### src/rtl/demux16x16_buffered.sv
// rtl/demux16x16_buffered.sv - 16-way buffered write demux with per-channel valid/ack (optional DEMUX_BROADCAST_EN)
module demux16x16_buffered #(
    parameter int WIDTH = 16
) (
    input  logic             clk,
    input  logic             reset,
    input  logic [WIDTH-1:0] data,
    input  logic [3:0]       sel,
    input  logic             enable,
    input  logic             in_valid,
    output logic             in_ready,
    input  logic             burst,
    input  logic             bcast,
    input  logic [15:0]      ack,
    output logic [WIDTH-1:0] out0,
    output logic [WIDTH-1:0] out1,
    output logic [WIDTH-1:0] out2,
    output logic [WIDTH-1:0] out3,
    output logic [WIDTH-1:0] out4,
    output logic [WIDTH-1:0] out5,
    output logic [WIDTH-1:0] out6,
    output logic [WIDTH-1:0] out7,
    output logic [WIDTH-1:0] out8,
    output logic [WIDTH-1:0] out9,
    output logic [WIDTH-1:0] out10,
    output logic [WIDTH-1:0] out11,
    output logic [WIDTH-1:0] out12,
    output logic [WIDTH-1:0] out13,
    output logic [WIDTH-1:0] out14,
    output logic [WIDTH-1:0] out15,
    output logic [15:0]      out_valid,
    output logic [3:0]       ptr
);

    logic [WIDTH-1:0] hold [16];
    logic [3:0]       tgt;
    logic [15:0]      free;
    logic [15:0]      wr_mask;
    logic             bc_active;
    logic             xfer;

`ifdef DEMUX_BROADCAST_EN
    assign bc_active = bcast;
`else
    logic unused_bcast;
    assign unused_bcast = bcast;
    assign bc_active    = 1'b0;
`endif

    assign tgt  = burst ? ptr : sel;
    // A slot being acknowledged this cycle can be overwritten in the same cycle.
    assign free = ~out_valid | ack;

    assign in_ready = enable & (bc_active ? (&free) : free[tgt]);
    assign xfer     = in_valid & in_ready;

    always_comb begin
        wr_mask = 16'h0000;
        if (xfer) begin
            if (bc_active)
                wr_mask = 16'hFFFF;
            else
                wr_mask = 16'h0001 << tgt;
        end
    end

    always_ff @(posedge clk) begin
        if (reset) begin
            for (int i = 0; i < 16; i++)
                hold[i] <= '0;
            out_valid <= 16'h0000;
            ptr       <= 4'd0;
        end else begin
            // Write wins over a same-cycle ack on the same slot.
            for (int i = 0; i < 16; i++) begin
                if (wr_mask[i]) begin
                    hold[i]      <= data;
                    out_valid[i] <= 1'b1;
                end else if (ack[i]) begin
                    out_valid[i] <= 1'b0;
                end
            end
            // Both burst and direct writes leave ptr just past the written slot.
            if (xfer && !bc_active)
                ptr <= tgt + 4'd1;
        end
    end

    assign out0  = hold[0];
    assign out1  = hold[1];
    assign out2  = hold[2];
    assign out3  = hold[3];
    assign out4  = hold[4];
    assign out5  = hold[5];
    assign out6  = hold[6];
    assign out7  = hold[7];
    assign out8  = hold[8];
    assign out9  = hold[9];
    assign out10 = hold[10];
    assign out11 = hold[11];
    assign out12 = hold[12];
    assign out13 = hold[13];
    assign out14 = hold[14];
    assign out15 = hold[15];

endmodule

### config.mk
export PLATFORM = sky130hd
export DESIGN_NAME = demux16x16_buffered
export DESIGN_NICKNAME = d
export VERILOG_FILES = /design/src/rtl/demux16x16_buffered.sv
export SDC_FILE = /design/constraint.sdc
export NUM_CORES = 1
export LEC_CHECK = 0
export ABC_AREA = 1
export ABC_CLOCK_PERIOD_IN_PS = 2700
export BUFFER_PORTS_ARGS = -buffer_cell sky130_fd_sc_hd__buf_2
export CORE_MARGIN = 2
export CORE_UTILIZATION = 43
export CTS_BUF_LIST = sky130_fd_sc_hd__clkbuf_4 sky130_fd_sc_hd__clkbuf_8 sky130_fd_sc_hd__clkbuf_16
export DETAILED_ROUTE_END_ITERATION = 8
export PLACE_DENSITY_LB_ADDON = 0.08
export SLEW_MARGIN = 20
export SYNTH_ARGS = -nofsm -noshare
export SYNTH_HDL_FRONTEND = slang
export SYNTH_SLANG_ARGS = --single-unit
### constraint.sdc
create_clock -name clk -period 2.7 [get_ports clk]
set_input_delay 0.27 -clock clk [delete_from_list [all_inputs] [get_ports clk]]
set_output_delay 0.27 -clock clk [all_outputs]
set_load 0.05 [all_outputs]
==> results.cfg <==
[floorplanning]
die-area_mm2 = 0.0256
fp.dieH_um = 160
fp.coreArea_mm2 = 0.0241
fp.dieW_um = 160
start_util = 0.433
ios = 319
std_cell_rows = 57

[routing]
drc = 0
ant_nets = 0
num_vias = 6569
wl_per_cell_um = 19.9
drt_first_pass_iters = 5
drtIter0Drc = 391
drt_wl_total_mm = 28.1
viasPerCell = 4.64

[placed_design]
gp_congestion = 0.842
dpl.hpwl_mm = 19.6
port_buffers = 317

[cells_and_area]
n_fill_cell = 2064
final_util = 0.568
mostFrequentLayoutCells = buf_2 (317), edfxtp_1 (256), nor2_1 (104)
nets = 1118
synthToLayoutAreaGrowth_pct = 31.1
multi_input_area_mm2 = 0.00189
drive_above_1_share = 0.473
antenna_cells = 0
regArea_mm2 = 0.00809
final_common_cell = buf_2

[run]
cap_violations = 0

[worst_setup_path]
cp-start-kind = flip-flop
critPathKind = flip-flop to output pin
path_max_fanout = 6
cp_data_required_time_ps = 2430
cp-end-kind = output pin
arrival_ps = 2180

[timing]
worst_pin_slew_ps = 698
slew_violations = 0
holdWs_ps = 22.1
finClkSkew_ps = 13.2
period_share = 0.906
fmax_mhz = 409
slew_headroom = 0.534
period_minus_slack_ps = 2450
tns_ps = 0
grt_setup_unrepaired = no
finalHoldViolCount = 0
finalSetupViolCount = 0

[pwr]
pwr_density_cell_mw_per_mm2 = 768
total_power_mw = 10.5
p_leak_nw = 5.80
peakVddDrop_v = 0.000407

[synthesis]
ys_types = 28
yosysTopAreaCell = edfxtp_1
ys_ff_latch = 276
synth_top_area_frac = 0.736
syn_inst = 710
syn-cell-area_mm2 = 0.0104
synth.area.top_cells = edfxtp_1 (74%), nor2_2 (4.5%), dfxtp_1 (3.8%), nor2_1 (3.7%), nand2_1 (2.4%)
synth_area_per_cell_um2 = 14.7
synth_nets = 758
yosys_warnings = 0
ys_seq_area_frac = 0.774

[grt]
track_usage = 0.217
grt_overflow_total = 0
grt_max_degree = 26
antenna_found_initial = 0
grt_pass1_wl_mm = 41.0
grt_pass1_vias = 6401

[cts]
clock_sinks = 276
cts_tree = yes
cts.clk_slew.worst_paths_ps = 60
cts_root_buf = clkbuf_16
cts_made_buffers = 27
cts_buffer_depth = 3
insertion_delay_ps = 540
ctsResizeCount = 0
htree_levels = 1

[status]
outcome = finished, final reports clean

[worst_hold_path]
hold_class = input pin to flip-flop
flip-flops by register name, summed over array words and instances, names as in the netlist:
name       flops
hold         256
ptr            4
out_valid     16
per-stage QoR:
stage / std cells / setup WS, ps / area, um^2
6_report: 1415 / 254 / 13700
2_1_floorplan: 710 / 40.5 / 10500
5_1_grt: 1415 / 20.8 / 13700
4_1_cts: 1415 / 224 / 13700
3_3_place_gp: 1356 / 330 / 12600
3_5_place_dp: 1356 / 281 / 12600
path summary, 6_finish.rpt:
kind | startpoint | endpoint | slack, ps | cells past startpoint
setup / recovery | ptr[1] | in_ready | 250 | 11
hold / removal | ack[5] | out_valid[5] | 20 | 4
setup reg to reg | ptr[1] | hold[1][55] | 400 | 11
hold reg to reg | out_valid[4] | out_valid[4] | 490 | 2
kinds of logic after synthesis:
family / synth area share
simple gates: 0.164
flops: 0.774
buf+inv: 0.0451
compound gates: 0.00910
fa+ha+maj: 0.00718
xor+xnor: 0.000838
power breakdown:
group	internal [mW]	switching, mW
Combinational	0.271	1.17
Clock	2.58	1.57
Sequential	4.88	0.0540
per-layer routing:
layer | routed length [um] | track usage | share of wire | up-vias
li1 | - | - | - | 3140
met1 | 11600 | 0.282 | 0.41 | 3155
met2 | 14300 | 0.384 | 0.51 | 237
met3 | 1650 | 0.0361 | 0.059 | 37
met4 | 578 | 0.0516 | 0.021 | 0
met5 | 0 | 0 | 0 | -
synth_stat cells (all sizes together):
cell type and instances:
a21oi 16, buf 27, clkbuf 13, dfxtp 20, edfxtp 256, ha 6, inv 57, nand2 73
nand3 15, nand4 20, nor2 190, nor3 12, o21ai 3, or2 1, xnor2 1
layout make-up:
| class | count | area share |
|---|---|---|
| flip-flops and latches | 276 | 0.591 |
| clock inverters | 18 | 0.0203 |
| multi-input cells | 337 | 0.138 |
| clock buffers | 32 | 0.0525 |
| well taps | 324 | 0.0296 |
| repair buffers | 371 | 0.153 |
| inverters | 57 | 0.0156 |
critical path, cell delays in order, from the launching register on:
cell and delay [ps]:
dfxtp_1 380, inv_1 50, nand2_1 60, nand2_2 110, nor2_1 210, o21ai_1 110, nor2_1 90, nor2_1 40
nand2_1 90, nand3_1 150, inv_1 90, buf_2 260
repair_timing:
item                                   CTS  global route
hold buffers                             9             0
endpoints found under the hold margin    9             0
setup buffers                            0             0
(Power assumes the default switching activity.)
